--- src/rtl/doom58_pkg.sv ---
// rtl/doom58_pkg.sv - shared screen geometry, colour width and column FSM encoding
package doom58_pkg;

    localparam int SCREEN_W = 160;
    localparam int SCREEN_H = 120;
    localparam int COLOUR_W = 18;

    typedef enum logic [2:0] {
        IDLE  = 3'd0,
        SETUP = 3'd1,
        CEIL  = 3'd2,
        WALL  = 3'd3,
        FLOOR = 3'd4,
        DONE  = 3'd5
    } state_t;

endpackage

--- src/rtl/draw_wall_column_if.sv ---
// rtl/draw_wall_column_if.sv - pixel write bus towards the VGA adapter
// vga_x      : screen column of the write
// vga_y      : screen row of the write
// vga_colour : RGB666 pixel colour
// vga_write  : write strobe, one pixel per cycle while high
// master drives the bus (draw_wall_column), slave receives it (VGA adapter).
interface draw_wall_column_if;
    import doom58_pkg::*;

    logic [7:0]          vga_x;
    logic [6:0]          vga_y;
    logic [COLOUR_W-1:0] vga_colour;
    logic                vga_write;

    modport master (output vga_x, vga_y, vga_colour, vga_write);
    modport slave  (input  vga_x, vga_y, vga_colour, vga_write);

endinterface

--- src/rtl/column_bounds.sv ---
// rtl/column_bounds.sv - clamps the wall height and derives the wall's top and bottom rows
// wall_height : requested slice height in pixels
// h           : height clamped to SCREEN_ROWS
// top         : first wall row, slice centred vertically
// bottom      : last wall row (top+h-1; wraps to top-1 when h is 0, callers test h first)
module column_bounds #(
    parameter int SCREEN_ROWS = 120
) (
    input  logic [6:0] wall_height,
    output logic [6:0] h,
    output logic [6:0] top,
    output logic [6:0] bottom
);

    localparam logic [6:0] ROWS = 7'(SCREEN_ROWS);

    always_comb begin
        h      = (wall_height > ROWS) ? ROWS : wall_height;
        top    = (ROWS - h) >> 1;
        bottom = top + h - 7'd1;
    end

endmodule

--- src/rtl/draw_wall_column.sv ---
// rtl/draw_wall_column.sv - draws one screen column (ceiling, wall slice, floor) as pixel writes
// clock, reset            : rising-edge clock, synchronous active-high reset
// start                   : one-cycle draw request, x/wall_height/wall_colour sampled with it
// done                    : one-cycle pulse when the column is finished
// busy                    : high from the cycle after an accepted start until done
// vga                     : registered pixel write bus (draw_wall_column_if.master)
// DRAW_WALL_COLUMN_FLOOR_CEIL_EN : when defined, ceiling and floor rows are drawn as well,
//                           covering all SCREEN_H rows; otherwise only rows top..bottom.
module draw_wall_column #(
    parameter int                                SCREEN_H     = doom58_pkg::SCREEN_H,
    parameter logic [doom58_pkg::COLOUR_W-1:0]   CEIL_COLOUR  = 18'h0_0FC0,
    parameter logic [doom58_pkg::COLOUR_W-1:0]   FLOOR_COLOUR = 18'h1_0410
) (
    input  logic                              clock,
    input  logic                              reset,
    input  logic                              start,
    output logic                              done,
    output logic                              busy,
    input  logic [7:0]                        x,
    input  logic [6:0]                        wall_height,
    input  logic [doom58_pkg::COLOUR_W-1:0]   wall_colour,
    draw_wall_column_if.master                vga
);

    import doom58_pkg::state_t, doom58_pkg::IDLE, doom58_pkg::SETUP, doom58_pkg::CEIL,
           doom58_pkg::WALL, doom58_pkg::FLOOR, doom58_pkg::DONE;

    localparam logic [6:0] LAST_ROW = 7'(SCREEN_H - 1);

    state_t                            state, state_next;
    logic [7:0]                        x_q;
    logic [6:0]                        height_q;
    logic [doom58_pkg::COLOUR_W-1:0]   colour_q;
    logic [6:0]                        y, y_next;
    logic [6:0]                        h, top, bottom;
    logic                              accept;
    logic                              pix_write;
    logic [doom58_pkg::COLOUR_W-1:0]   pix_colour;

    // Bounds come from the latched height, so they stay stable for the whole column.
    column_bounds #(.SCREEN_ROWS(SCREEN_H)) u_bounds (
        .wall_height (height_q),
        .h           (h),
        .top         (top),
        .bottom      (bottom)
    );

    always_ff @(posedge clock) begin
        if (reset) begin
            state <= IDLE;
        end else begin
            state <= state_next;
        end
    end

    always_comb begin
        state_next = state;
        y_next     = y;
        accept     = 1'b0;
        pix_write  = 1'b0;
        pix_colour = colour_q;
        case (state)
            IDLE: begin
                // done is high in the first IDLE cycle; a start then is deliberately dropped.
                if (start && !done) begin
                    accept     = 1'b1;
                    state_next = SETUP;
                end
            end
            SETUP: begin
`ifdef DRAW_WALL_COLUMN_FLOOR_CEIL_EN
                y_next = 7'd0;
                if (top != 7'd0) begin
                    state_next = CEIL;
                end else if (h != 7'd0) begin
                    state_next = WALL;
                end else begin
                    state_next = FLOOR;
                end
`else
                y_next     = top;
                state_next = (h != 7'd0) ? WALL : DONE;
`endif
            end
`ifdef DRAW_WALL_COLUMN_FLOOR_CEIL_EN
            CEIL: begin
                pix_write  = 1'b1;
                pix_colour = CEIL_COLOUR;
                y_next     = y + 7'd1;
                // With no wall the ceiling runs straight into the floor.
                if (y == top - 7'd1) begin
                    state_next = (h != 7'd0) ? WALL : FLOOR;
                end
            end
`endif
            WALL: begin
                pix_write  = 1'b1;
                pix_colour = colour_q;
                y_next     = y + 7'd1;
                if (y == bottom) begin
`ifdef DRAW_WALL_COLUMN_FLOOR_CEIL_EN
                    state_next = (bottom == LAST_ROW) ? DONE : FLOOR;
`else
                    state_next = DONE;
`endif
                end
            end
`ifdef DRAW_WALL_COLUMN_FLOOR_CEIL_EN
            FLOOR: begin
                pix_write  = 1'b1;
                pix_colour = FLOOR_COLOUR;
                y_next     = y + 7'd1;
                if (y == LAST_ROW) begin
                    state_next = DONE;
                end
            end
`endif
            DONE: begin
                state_next = IDLE;
            end
            default: begin
                state_next = IDLE;
            end
        endcase
    end

    always_ff @(posedge clock) begin
        if (reset) begin
            x_q            <= '0;
            height_q       <= '0;
            colour_q       <= '0;
            y              <= '0;
            done           <= 1'b0;
            busy           <= 1'b0;
            vga.vga_write  <= 1'b0;
            vga.vga_x      <= '0;
            vga.vga_y      <= '0;
            vga.vga_colour <= '0;
        end else begin
            y <= y_next;
            if (accept) begin
                x_q      <= x;
                height_q <= wall_height;
                colour_q <= wall_colour;
            end
            done <= (state == DONE);
            if (accept) begin
                busy <= 1'b1;
            end else if (state == DONE) begin
                busy <= 1'b0;
            end
            vga.vga_write <= pix_write;
            if (pix_write) begin
                vga.vga_x      <= x_q;
                vga.vga_y      <= y;
                vga.vga_colour <= pix_colour;
            end
        end
    end

endmodule
--- src/flat_wrapper.sv ---
// flat-port wrapper written by rule: the top's interface ports become plain ports
module draw_wall_column_flat import doom58_pkg::state_t, doom58_pkg::IDLE, doom58_pkg::SETUP, doom58_pkg::CEIL,
           doom58_pkg::WALL, doom58_pkg::FLOOR, doom58_pkg::DONE;
#(
    parameter int                                SCREEN_H     = doom58_pkg::SCREEN_H,
    parameter logic [doom58_pkg::COLOUR_W-1:0]   CEIL_COLOUR  = 18'h0_0FC0,
    parameter logic [doom58_pkg::COLOUR_W-1:0]   FLOOR_COLOUR = 18'h1_0410
)
  (clock, reset, start, done, busy, x, wall_height, wall_colour, vga_vga_x, vga_vga_y, vga_vga_colour, vga_vga_write);
  draw_wall_column_if vga_i ();
  input  logic clock;
  input  logic reset;
  input  logic start;
  output logic done;
  output logic busy;
  input  logic [7:0] x;
  input  logic [6:0] wall_height;
  input  logic [doom58_pkg::COLOUR_W-1:0] wall_colour;
  output wire logic [$bits(vga_i.vga_x)-1:0] vga_vga_x;
  output wire logic [$bits(vga_i.vga_y)-1:0] vga_vga_y;
  output wire logic [$bits(vga_i.vga_colour)-1:0] vga_vga_colour;
  output wire logic [$bits(vga_i.vga_write)-1:0] vga_vga_write;
  assign vga_vga_x = vga_i.vga_x;
  assign vga_vga_y = vga_i.vga_y;
  assign vga_vga_colour = vga_i.vga_colour;
  assign vga_vga_write = vga_i.vga_write;
  draw_wall_column #(.SCREEN_H(SCREEN_H), .CEIL_COLOUR(CEIL_COLOUR), .FLOOR_COLOUR(FLOOR_COLOUR)) u_core (.clock(clock), .reset(reset), .start(start), .done(done), .busy(busy), .x(x), .wall_height(wall_height), .wall_colour(wall_colour), .vga(vga_i));
endmodule
--- config.mk ---
export PLATFORM = sky130hd
export DESIGN_NAME = draw_wall_column_flat
export DESIGN_NICKNAME = d
export VERILOG_FILES = /design/src/rtl/doom58_pkg.sv /design/src/rtl/draw_wall_column_if.sv /design/src/rtl/column_bounds.sv /design/src/rtl/draw_wall_column.sv /design/src/flat_wrapper.sv
export SDC_FILE = /design/constraint.sdc
export NUM_CORES = 1
export LEC_CHECK = 0
export ABC_AREA = 1
export ABC_CLOCK_PERIOD_IN_PS = 2750
export BUFFER_PORTS_ARGS = -buffer_cell sky130_fd_sc_hd__buf_2
export CAP_MARGIN = 20
export CORE_MARGIN = 2
export CORE_UTILIZATION = 45
export DETAILED_ROUTE_END_ITERATION = 8
export MAX_ROUTING_LAYER = met4
export PLACE_DENSITY = 0.8
export SYNTH_ARGS = -nofsm -noshare
export SYNTH_HDL_FRONTEND = slang
export SYNTH_SLANG_ARGS = --single-unit
--- constraint.sdc ---
create_clock -name clock -period 2.75 [get_ports clock]
set_input_delay 0.4125 -clock clock [delete_from_list [all_inputs] [get_ports clock]]
set_output_delay 0.4125 -clock clock [all_outputs]
set_load 0.1 [all_outputs]
Word level (Yosys, flattened, before mapping)

Index checks and enable logic that the tools add are counted.
Widths: inputs -> output; s select.

Register bits: 79
Input port bits: 36
Output and inout port bits: 36
Word-level logic and storage cells: 40

Add/subtract/negate cells: 4
Order comparisons: 1
Equality and inequality tests: 6
Muxes and demuxes: 11
Reduce and logical (&&, ||, !) cells: 7

Operator list:

| cell                | number |
|---|---|
| $pmux 7 s2          | 1 |
| $mux 3              | 3 |
| $pmux 3 s3          | 1 |
| $add 6x7->7         | 1 |
| $add 7x1->7 const B | 1 |
| $eq 7x7->1          | 1 |
| $gt 7x7->1 const B  | 1 |
| $mux 7              | 1 |
| $reduce_bool 7->1   | 1 |
| $sub 7x1->7 const B | 1 |
| $sub 7x7->7 const A | 1 |
| $mux 1              | 5 |
| $ne 2x1->1 const B  | 2 |
| $reduce_bool 2->1   | 2 |
| $eq 3x1->1 const B  | 1 |
| $eq 3x2->1 const B  | 1 |
| $eq 3x3->1 const B  | 1 |
| $logic_not 3->1     | 1 |
| $reduce_and 2->1    | 1 |
| $logic_and 1x1->1   | 1 |
| $logic_not 1->1     | 1 |

Longest topological paths before layout

Gate-level depths: netlist (run 1).

Word-level depth: 8
Gate-level depth with buffers: 25

Hierarchy

From an unflattened synthesis (run 1), not the netlist that was laid out.

Cells, all modules: 499
Area, all modules: 3547.2 um^2

Modules (own cells, without submodules):

| module           | times used | cells each | area an instance (um^2) | seq. area each (um^2) |
|---|---|---|---|---|
| draw_wall_column | 1          | 413        | 3024.2                  | 1581.5 |
| column_bounds    | 1          | 86         | 523.0                   | 0.0 |

Least setup slack after synthesis (run 1)

OpenSTA, ideal clock, no wires.

Path kind: register -> register
Start point: register u_core.height_q[3]
End point: register u_core.state[1]
Setup time: 0.134 ns
Arrival time: 2.765 ns
Data required time: 2.616 ns
Path slack: -0.149 ns
Stages on the path, launching flop included: 22
Buffers on the path: 1
Clock period less this slack: 2.899 ns
Cells stage by stage: dfxtp_1 > buf_4 > nand2_1 > nor2_2 > nand2_1 > nand2_2 > ha_1 > inv_1 > nand3_1 > nand2_1 > ha_1 > inv_1 > ha_1 > fa_1 > xnor2_1 > nand2_1 > nor2_1 > nand3_1 > nor2_1 > nand2_1 > nand2_1 > a21oi_1

Cells in the longest elaborated chain, start to end: 8

RTL lines:

| element                           | line                    | source |
|---|---|---|
| from (decl)                       | draw_wall_column.sv:32  | `logic [6:0] height_q;` |
| from (signal assigned)            | draw_wall_column.sv:143 | `height_q <= wall_height;` |
| $gt 7x7->1                        | column_bounds.sv:18     | `h = (wall_height > ROWS) ? ROWS : wall_height;` |
| $mux 7 *                          | column_bounds.sv:18     |  |
| $sub 7x7->7                       | column_bounds.sv:19     | `top = (ROWS - h) >> 1;` |
| $add 6x7->7                       | column_bounds.sv:20     | `bottom = top + h - 7'd1;` |
| $sub 7x1->7                       | column_bounds.sv:20     |  |
| $eq 7x7->1                        | draw_wall_column.sv:100 | `if (y == bottom) begin` |
| $ne 2x1->1 (no source line)       | n/a                     |  |
| $reduce_and 2->1 (no source line) | n/a                     |  |
| to (signal assigned)              | draw_wall_column.sv:52  | `state <= state_next;` |
| to (decl)                         | draw_wall_column.sv:30  | `state_t state, state_next;` |

Mark *: on every way between the ends. The rest lies on a longest branch, timed or not.
A chain may end at the register's enable or synchronous reset.

Worst setup path after layout (run 1)

Start point: register u_core.height_q[6]
End point: register u_core.state[2]

Same word-level chain as after synthesis.

==> impl_results.md, run 1 <==
* Sw Pwr at between 1000 and 1500 uW
* Hold_buf cts at 0
* Max H-tree Level at 3
* Crit path max fanout at 3
* RR Startpoint: u_core.height_q[6]$_SDFFE_PP0P_
* Failing checks: setup timing
* Synthesized net count at between 500 and 600
* Mux cell area share after synthesis at 0%
* Number of diodes at 0
* Synth warn at 0
* Initial antenna violation count at 0
* Synthesis-stage register bit count at 79
* Via/cell ratio at 4.93
* Crit path launch: u_core.height_q[6]$_SDFFE_PP0P_
* DP Worst Slack at -84.9 ps
* Hold Crit Class: primary input to flip-flop
* Dpl cells at 623
* Sequential power share at 36.5%
* Fin. max-slew vios at 0
* Critical-path cell list: nand2_2 -> nor2_4 -> nand2_2 -> nand2_2 -> ha_4 -> inv_2 -> nand3_2 -> nand2_1 -> ha_1 -> inv_2 -> ha_4 -> fa_2 -> xnor2_1 -> nand2_1 -> nor2_1 -> nand3_1 -> nor2_1 -> nand2_1 -> nand2_1 -> nand2_1 -> nor2_2
* Final wirelength at between 8 and 9 mm
* Worst endpoint data arrival time at roughly 3100 ps
* Post-synthesis sequential area ratio at 46.6%
* I/O Buffers at 71
* Final worst path period share at 102%
* CP Buf/Inv Count at 2
* Pint at 2390 uW
* CP Capture Type: flip-flop
* MaxCap Viol Count at 0
* Layout cells sized above 1 at 26.2%
* Peak per-stage delay on the critical path at 520 ps
* Reg area at 1590 sq um
* CTS tree: built
* Die height at between 90 and 100 um
* Iter 0 DRT Violations at 191
* Congestion Overflow GR at 0
* Clk sinks at 79
* I/O pin count at between 70 and 80
* Initial Utilization at between 40 and 50%
* Final setup violation count at 2
* Mapped Cells at 459
* TritonCTS Buffers at 9
* Area Growth Syn to Fin at 26.3%
* Worst setup margin at -50.4 ps
* Global-route wire length before repair at 13.5 mm
* Hold Path Depth at 3
* FILL cells at ~670
* Worst slew margin at 55.4%
* Dpl hpwl at 5.54 mm
* Switching Fraction at between 30% and 40%
* Critical Path Most Common Cell: nand2_1
* CP Class: flip-flop to flip-flop
* Area of the multi-input gates at approximately 1700 sq um
* Syn avg cell area at about 7.4 sq um
* Clock buffer depth at 2
* Max stage delay cell, worst path: fa_2
* Largest family of logic cells by synthesized area: simple AND/OR/NAND/NOR gates
* Comb power frac at a little over a third
* Vias in the first global route at around 3.0k
* ANT nets after route at 0
* Worst Clk Skew at 8.91 ps
* RSZ-0062 raised after global routing: true
* Levels on crit path at 21
* Cell Pwr Density at ~900 nW/um^2
* Synth Area in XOR/XNOR at 2.84%
* Synth Area in Simple Gates at 24.8%
* Row cnt at 31
* Initial DRT Pass Iterations at 4
* Hold Violations, Final at 0
* Post-route DRC at 0
* Via count at 3172
* Post-route minimum period at 2800 ps
* Final cell count without fillers at 644
* Crit path max-delay family: simple AND/OR/NAND/NOR gates
* Min-delay src: x[2]
* R2R depth at 21
* Element type at the critical path start: flip-flop
* Final net count at 587
* Die area at 8250 sq um
* CTS root buf: clkbuf_8
* Mapped Area at around 3400 sq um
* Adder-cell share of the synthesized area at 4.28%
* Critical path required time at 3040 ps
* Leak Pwr at ~0.0021 uW
* Maximum vdd drop at between 0.5 and 0.6 mV
* Chip width at 90.9 um
* Clk slew on worst S/H paths at ~90 ps
* GRT Util Overall at about 20%
* Worst skew pair latency at about 350 ps
* Largest net degree at the start of global routing at 42
* Core region area at about 7300 sq um
* Post-DR wirelength/cell at 12.6 um
* Worst-Margin Slew at around 670 ps
* Clock Power Share at 27.9%
* Fmax achieved at 357 MHz
* Count of different cell masters after synthesis at 31
* Compound-gate portion of the synthesized area at 14.6%
* Status: complete, but fails checks
* Routability congestion estimate at 0.868
## power groups by stage
stage	Clock [uW]	Sequential, uW	Combinational, uW
floorplan	0	1630	754
global placement	0	1390	1240
detailed placement	0	1400	1260
CTS	1070	1370	1290
global route	1120	1400	1490
finish	1050	1380	1340
## timing repair
| item | 4_1_cts | 5_1_grt |
|---|---|---|
| setup buffers | 2 | 3 |
| gates cloned | 0 | 0 |
| endpoints found under the hold margin | 0 | 0 |
| pin swaps | 14 | 10 |
| endpoints found under the setup margin | 2 | 2 |
| gates resized for setup | 8 | 5 |
## cell usage after synthesis
cell type	number	area (sq um)
a211oi_1	2	15.0
a21oi_1	17	85.1
nand4_1	3	18.8
o21bai_1	1	7.51
nor2_2	4	25.0
ha_1	10	125
buf_4	1	7.51
xnor2_1	4	35.0
inv_1	29	109
o21ai_1	3	15.0
nand2b_1	1	6.26
or2_0	1	6.26
o22ai_1	1	6.26
xor2_1	7	61.3
nor3_1	1	5.00
buf_2	9	45.0
nand2_2	2	12.5
clkbuf_1	14	52.6
dfxtp_1	79	1580
o21a_1	1	7.51
inv_2	5	18.8
fa_1	1	20.0
o21ai_0	64	320
nand3_1	14	70.1
o21ai_2	1	8.76
nor2_1	129	484
nand2_4	3	33.8
a221o_1	1	10.0
nand2_1	48	180
a31oi_1	2	12.5
a21oi_2	1	8.76
## area by class of cell
class / instances / share of cell area, %
Clock buffer: 10 / 3.21
Clock inverter: 6 / 2.69
Multi-Input combinational cell: 322 / 38.6
Timing Repair Buffer: 94 / 12.6
Tap cell: 99 / 2.89
Sequential cell: 79 / 37.0
Inverter: 34 / 2.98
## state kept, by name, indices dropped and copies added, names as in the netlist
signal / count
u_core.busy: 1
u_core.done: 1
u_core.state: 3
u_core.x_q: 8
u_core.vga.vga_y: 7
u_core.vga.vga_write: 1
u_core.vga.vga_colour: 18
u_core.vga.vga_x: 8
u_core.y: 7
u_core.height_q: 7
u_core.colour_q: 18
## cell usage in the layout, fill, tap and decap left out, types with 6 or more instances in the layout
cell / instances
o21ai_0: 64
buf_4: 22
nor2_1: 129
nand3_1: 13
nand2_1: 44
nand2_2: 6
dfxtp_1: 75
buf_2: 71
clkbuf_8: 10
inv_2: 7
ha_1: 7
a21oi_1: 17
inv_1: 27
## routing by layer
layer / vias to the layer above / global-route usage, % / wire length (um)
met1: 1447 / 24.7 / 3570
met4: 0 / 8.08 / 114
met2: 90 / 33.6 / 4040
met3: 12 / 3.17 / 367
met5: - / - / 0
li1: 1623 / - / -
## tightest hold or removal path, delay by kind of cell
kind	cells	cell delay [ps]
buffers and inverters	1	80
AND/OR/NAND/NOR	1	70
AO/OA/AOI/OAI	1	70
## worst paths after layout
| kind | to | slack [ps] |
|---|---|---|
| min reg2reg | u_core.busy$_SDFFE_PP0P_ | 470 |
| max reg2reg | u_core.state[2]$_SDFFE_PP0P_ | -50 |
| min | u_core.x_q[2]$_SDFFE_PP0P_ | 310 |
| max | u_core.state[2]$_SDFFE_PP0P_ | -50 |
## cells by family after synthesis
| family | after synthesis |
|---|---|
| buffers and inverters | 58 |
| AOI/OAI and AO/OA | 94 |
| and+or+nand+nor | 206 |
| DFF | 79 |
| xor gates and xnor gates | 11 |
| adders and majority gates | 11 |
## per-stage QoR
stage	hold WS [ps]	util, %	instance area (sq um)	setup TNS, ps	total power (uW)
4_1_cts	305	58.0	4230	-82.1	3740
3_5_place_dp	455	54.1	3940	-166	2660
6_report	314	58.8	4290	-98.1	3770
5_1_grt	312	58.8	4290	-409	4000
2_1_floorplan	456	-	3420	0	2380
3_3_place_gp	451	54.1	3940	-28.0	2630
Note: power is estimated with default switching activity, not from simulation.
==> inputs of run 2 (changes only) <==
BUFFER_PORTS_ARGS = default   (was -buffer_cell sky130_fd_sc_hd__buf_2)
DONT_BUFFER_PORTS = 1   (was default)
PLACE_DENSITY = 0.72   (was 0.8)
==> run 2 against run 1 <==
Effect of this change:
- the flow still finishes with violations (setup timing)
- clock power fell by 11%
- critical endpoint unchanged
- routed wire length grew 2.1%
- sequential power rose by 17%
- sequential share of layout area up 2.7 points
- final cell count down 10%
- register-to-register slack hardly changed
- largest cell class unchanged
- largest power group unchanged
- global-route usage increased by 0.78 points
==> impl_results.md, run 2 (same netlist as run 1, synthesis figures left out) <==
* Clk sinks at 79
* Vias in the first global route at 2887
* Commonest cells after routing, fill and taps aside: nor2_1 (128), dfxtp_1 (73), o21ai_0 (64)
* Crit path max fanout at 3
* Peak per-stage delay on the critical path at 520 ps
* Worst slew margin at roughly 33%
* Critical Path Most Common Cell: nand2_1
* Switching Fraction at roughly two fifths
* Critical-path cell list: nor2_2 -> nand2_2 -> nand2_2 -> nand2_2 -> ha_4 -> buf_6 -> nand2_4 -> nand2_4 -> ha_4 -> inv_4 -> ha_4 -> fa_2 -> xnor2_1 -> nand2_1 -> nor2_1 -> nand3_1 -> nor2_1 -> nand2_1 -> nand2_1 -> nand2_1 -> nor2_2
* Met1 Use GR at 25.3%
* I/O pin count at 72
* Post-route DRC at 0
* Sw Pwr at 1420 uW
* Fin. max-slew vios at 0
* Setup TNS at -83.4 ps
* Worst endpoint data arrival time at 3080 ps
* Post-route minimum period at roughly 2800 ps
* Critical path required time at 3030 ps
* Busiest grt layer: met2
* Layout cells sized above 1 at ~18%
* Sequential power share at 43.7%
* Maximum vdd drop at a little over 0.5 mV
* Final wirelength at a little over 8 mm
* CP Class: flip-flop to flip-flop
* Hold_buf cts at 0
* FILL cells at 700
* Congestion Overflow GR at 0
* Hold Violations, Final at 0
* Via/cell ratio at 5.19
* CTS tree: built
* Largest net degree at the start of global routing at 43
* Final setup violation count at 2
* Clk slew on worst S/H paths at 90 ps
* Met2 Track Usage GR at approximately a third
* Initial DRT Pass Iterations at 4
* Iter 0 DRT Violations at 239
* Worst-Margin Slew at 1000 ps
* Regs by FF count: u_core.colour_q: 18 flops, u_core.vga.vga_colour: 18 flops
* Global routing met3 resource utilization at 5.76%
* Initial Utilization at 46.6%
* RSZ-0062 raised after global routing: true
* Final net count at 522
* Failing checks: setup timing
* Leak Pwr at 0.00178 uW
* Hold Crit Class: primary input to flip-flop
* Fmax achieved at 357 MHz
* Comb power frac at 31.0%
* Post-Route Utilization at 54.9%
* Number of diodes at 0
* Area Growth Syn to Fin at 18.0%
* Die area at 8250 sq um
* CP Capture Type: flip-flop
* Worst setup margin at -52.7 ps
* Worst skew pair latency at 340 ps
* Via count at 3007
* Clock Power Share at about a quarter
* TritonCTS Buffers at 9
* Dpl hpwl at roughly 5.3 mm
* Initial antenna violation count at 0
* Hold slack at 134 ps
* Routability congestion estimate at 0.889
* Worst Clk Skew at 8.89 ps
* CTS root buf: clkbuf_8
* Status: complete, but fails checks
* Cell Pwr Density at 926 nW/um^2
* GRT Util Overall at 21.0%
* Max stage delay cell, worst path: fa_2
* Max H-tree Level at 3
* Leading cell type in the layout, fill and taps excluded: nor2_1
* Final worst path period share at 102%
* Design area at 4010 sq um
* I/O Buffers at 0
* Area after DPL at around 3600 sq um
* Die height at 90.9 um
* MaxCap Viol Count at 0
* Clock buffer depth at 2
* Row cnt at 31
* Pint at 2290 uW
* Global-route wire length before repair at 13.8 mm
* Flop-to-flop setup slack at -50 ps
* DP Worst Slack at -127 ps
* Chip width at slightly above 90 um
* Element type at the critical path start: flip-flop
* Core region area at 7290 sq um
* Post-DR wirelength/cell at 14.3 um
* ANT nets after route at 0
## run 2: routing by layer
metal | wire [um] | vias to the layer above
li1 | - | 1496
met1 | 3540 | 1395
met2 | 4070 | 100
met3 | 486 | 16
met4 | 161 | 0
met5 | 0 | -
## run 2: critical path: cells and delay by family, from the launching register on
family	cells	cell delay, ps
XOR/XNOR	1	110
adder cells (fa/ha/maj)	4	1120
flip-flops	1	330
buffers and inverters	2	150
AND/OR/NAND/NOR	14	1030
## run 2: final cells by class
| class | instances | area (sq um) | share of cell area, % |
|---|---|---|---|
| multi-input combinational | 322 | 1710 | 42.6 |
| clock buffer | 10 | 128 | 3.19 |
| clock inverter | 6 | 92.6 | 2.31 |
| tap | 99 | 124 | 3.09 |
| timing repair buffer | 29 | 234 | 5.84 |
| inverter | 34 | 133 | 3.31 |
| sequential | 79 | 1590 | 39.7 |
## run 2: repair_timing
| item | CTS | global route |
|---|---|---|
| setup endpoints to repair | 2 | 2 |
| pin swaps | 18 | 14 |
| gates cloned | 0 | 0 |
| gates resized for setup | 17 | 11 |
| buffers inserted | 7 | 3 |
## run 2: path summary, 6_finish.rpt
kind                                     end                             from  cells after the start
min                 u_core.busy$_SDFFE_PP0P_                            reset                      1
max             u_core.state[2]$_SDFFE_PP0P_  u_core.height_q[1]$_SDFFE_PP0P_                     21
min reg2reg  u_core.colour_q[8]$_SDFFE_PP0P_  u_core.colour_q[8]$_SDFFE_PP0P_                      2
max reg2reg     u_core.state[2]$_SDFFE_PP0P_  u_core.height_q[1]$_SDFFE_PP0P_                     21
## run 2: stage by stage
stage / instances / power [uW]
after detailed placement: 553 / 2610
after CTS: 576 / 3630
after global routing: 579 / 3930
after global placement: 553 / 2580
after floorplan: 459 / 2380
final: 579 / 3710
## run 2: power by group through the flow
stage	registers, uW	clock network, uW	logic (uW)
floorplan	1630	0	754
global placement	1630	0	950
detailed placement	1640	0	978
CTS	1610	960	1060
global route	1640	1000	1290
finish	1620	938	1150
==> inputs of run 3 (changes only) <==
ABC_CLOCK_PERIOD_IN_PS = 2500   (was 2750)
HOLD_SLACK_MARGIN = 0.15   (was default)
MAX_ROUTING_LAYER = default   (was met4)
clock period = 2.5 ns   (was 2.75 ns; I/O delays follow)
==> run 3 against run 2 <==
Effect of this change:
- the run still ends with setup timing left
- largest power group is now combinational cells
- final cell count rose by 8.3%
- global-route usage fell by 0.58 points
- critical endpoint is now u_core.state[1]$_SDFFE_PP0P_
- clock skew barely moved
==> impl_results.md, run 3 (same netlist as run 1, synthesis figures left out) <==
* Status: complete, but fails checks
* Failing checks: setup timing
* ANT nets after route at 0
* Worst setup margin at -404 ps
* Leading cell type in the layout, fill and taps excluded: nor2_1
* Post-route minimum period at 2900 ps
* Worst Clk Skew at roughly 8.4 ps
* CTS tree: built
* Reg area at between 1500 and 2000 sq um
* Vias in the first global route at roughly 3k
* Commonest cells after routing, fill and taps aside: nor2_1 (128), dfxtp_1 (73), buf_4 (72)
* DP Worst Slack at -316 ps
* Post-DR wirelength/cell at roughly 13 um
* Iter 0 DRT Violations at 213
* Maximum vdd drop at 0.581 mV
* R2R depth at 20
* Die area at 8250 sq um
* Number of diodes at 0
* Leak Pwr at 0.00206 uW
* Initial DRT Pass Iterations at 5
* Post-Route Utilization at 59.8%
* Critical path required time at about 2700 ps
* Element type at the critical path start: flip-flop
* Global routing met3 resource utilization at 5.93%
* Cell Pwr Density at around 970 nW/um^2
* Dpl hpwl at 5.48 mm
* Met2 Track Usage GR at 35.2%
* Crit path max fanout at 3
* Sequential power share at 36.0%
* Initial antenna violation count at 0
* Final wirelength at 8.30 mm
* RSZ-0062 raised after global routing: true
* Row cnt at 31
* Core region area at roughly 7300 sq um
* Sw Pwr at 1550 uW
* Chip width at between 90 and 100 um
* MaxCap Viol Count at 0
* Layout cells sized above 1 at about a quarter
* Worst endpoint data arrival time at 3130 ps
* Clock Power Share at 26.3%
* GRT Util Overall at around a fifth
* Fmax achieved at approximately 340 MHz
* Hold EP: u_core.colour_q[17]$_SDFFE_PP0P_
* Fin. max-slew vios at 0
* I/O pin count at 72
* Largest net degree at the start of global routing at 39
* Busiest grt layer: met2
* Initial Utilization at 46.6%
* Hold Crit Class: primary input to flip-flop
* Switching Fraction at 36.6%
* Area of the multi-input gates at 1690 sq um
* Hold Violations, Final at 0
* Global-route wire length before repair at 13.7 mm
* Flop-to-flop setup slack at -400 ps
* Die height at just over 90 um
* Area Growth Syn to Fin at 28.4%
* Comb power frac at approximately 38%
* Pint at 2680 uW
* Regs by FF count: u_core.colour_q: 18 flops, u_core.vga.vga_colour: 18 flops
* CP Capture Type: flip-flop
* Via count at 3127
* Post-route DRC at 0
* Final net count at 570
* Final worst path period share at 116%
* FILL cells at 657
* Worst slew margin at approximately 36%
* Worst skew pair latency at between 300 and 400 ps
* Clk sinks at 79
* Clock buffer depth at 2
* CP Class: flip-flop to flip-flop
* Via/cell ratio at 4.99
* Hold Path Depth at 2
* CTS root buf: clkbuf_8
* RR Startpoint: u_core.height_q[6]$_SDFFE_PP0P_
* Critical R2R Capture: u_core.state[1]$_SDFFE_PP0P_
* Congestion Overflow GR at 0
* Max H-tree Level at 3
* Final setup violation count at 2
* Min-delay src: wall_colour[17]
* I/O Buffers at 0
* TritonCTS Buffers at 9
* Met1 Use GR at between 20% and 30%
* Worst-Margin Slew at between 900 and 1000 ps
* Clk slew on worst S/H paths at 80 ps
* Routability congestion estimate at 0.833
## run 3: cell types whose count changed in the layout (fill, tap and decap cells not counted), moves of 2 or more
cell | previous run | this run
buf_4 | 27 | 72
clkinvlp_4 | 2 | 0
dlygate4sd3_1 | 0 | 5
xor2_1 | 4 | 6
xor2_2 | 3 | 1
## run 3: worst max-delay path by stage
| stage | from | end | slack [ps] | cells after the start |
|---|---|---|---|---|
| 6_report | u_core.height_q[6]$_SDFFE_PP0P_ | u_core.state[1]$_SDFFE_PP0P_ | -400 | 20 |
| 5_1_grt | u_core.height_q[5]$_SDFFE_PP0P_ | u_core.state[2]$_SDFFE_PP0P_ | -630 | 21 |
| 4_1_cts | u_core.height_q[4]$_SDFFE_PP0P_ | u_core.state[2]$_SDFFE_PP0P_ | -320 | 21 |
| 3_5_place_dp | u_core.height_q[5]$_SDFFE_PP0P_ | u_core.state[2]$_SDFFE_PP0P_ | -320 | 23 |
| 3_3_place_gp | u_core.height_q[5]$_SDFFE_PP0P_ | u_core.state[2]$_SDFFE_PP0P_ | -230 | 21 |
| 2_1_floorplan | u_core.height_q[3]$_SDFFE_PP0P_ | u_core.state[1]$_SDFFE_PP0P_ | -200 | 21 |
## run 3: final cells by class
cell class	instances	area share [%]
timing repair buffer	77	13.5
multi-input combinational	322	38.8
tap	99	2.84
clock buffer	11	3.01
sequential	79	36.5
clock inverter	5	2.38
inverter	34	2.99
## run 3: power by group through the flow
stage	Clock (uW)	Combinational [uW]	Sequential [uW]
global placement	0	1390	1540
detailed placement	0	1430	1540
global route	1200	1760	1540
floorplan	0	837	1790
CTS	1140	1480	1520
finish	1110	1590	1520
## run 3: repair_timing
item	CTS	global route
resized for setup	2	16
setup endpoints to repair	2	3
pin swaps	7	17
hold buffers	5	0
endpoints found under the hold margin	10	0
setup buffers	9	3
## run 3: per-stage QoR
step                      instances  area [sq um]  power [uW]  TNS [ps]  hold slack (ps)
final                           627          4360        4230      -788              189
after global routing            627          4360        4500     -1340              173
after CTS                       624          4260        4140      -629              179
after detailed placement        594          3910        2980      -620              441
after global placement          594          3910        2930      -444              441
after floorplan                 459          3440        2630      -394              456
## run 3: critical path, cell delays in order (launching register included)
cell and delay [ps]:
dfxtp_2 360, nand2_4 60, nor2_4 150, nand2_2 80, nand2_2 90, ha_4 170, inv_4 50, nand3_4 60
nand2_2 70, ha_4 260, inv_2 40, ha_4 160, fa_2 580, xnor2_2 100, nand2_1 60, nor2_1 90
nand3_1 70, nor2_1 110, nand2_1 70, nand2_2 80, a21oi_1 70
## run 3: routing by layer
metal,wire [um],part of all wire [%],vias to the layer above
met2,4160,50,85
li1,-,-,1595
met4,116,1.4,0
met1,3380,41,1436
met3,641,7.7,11
met5,0,0,-
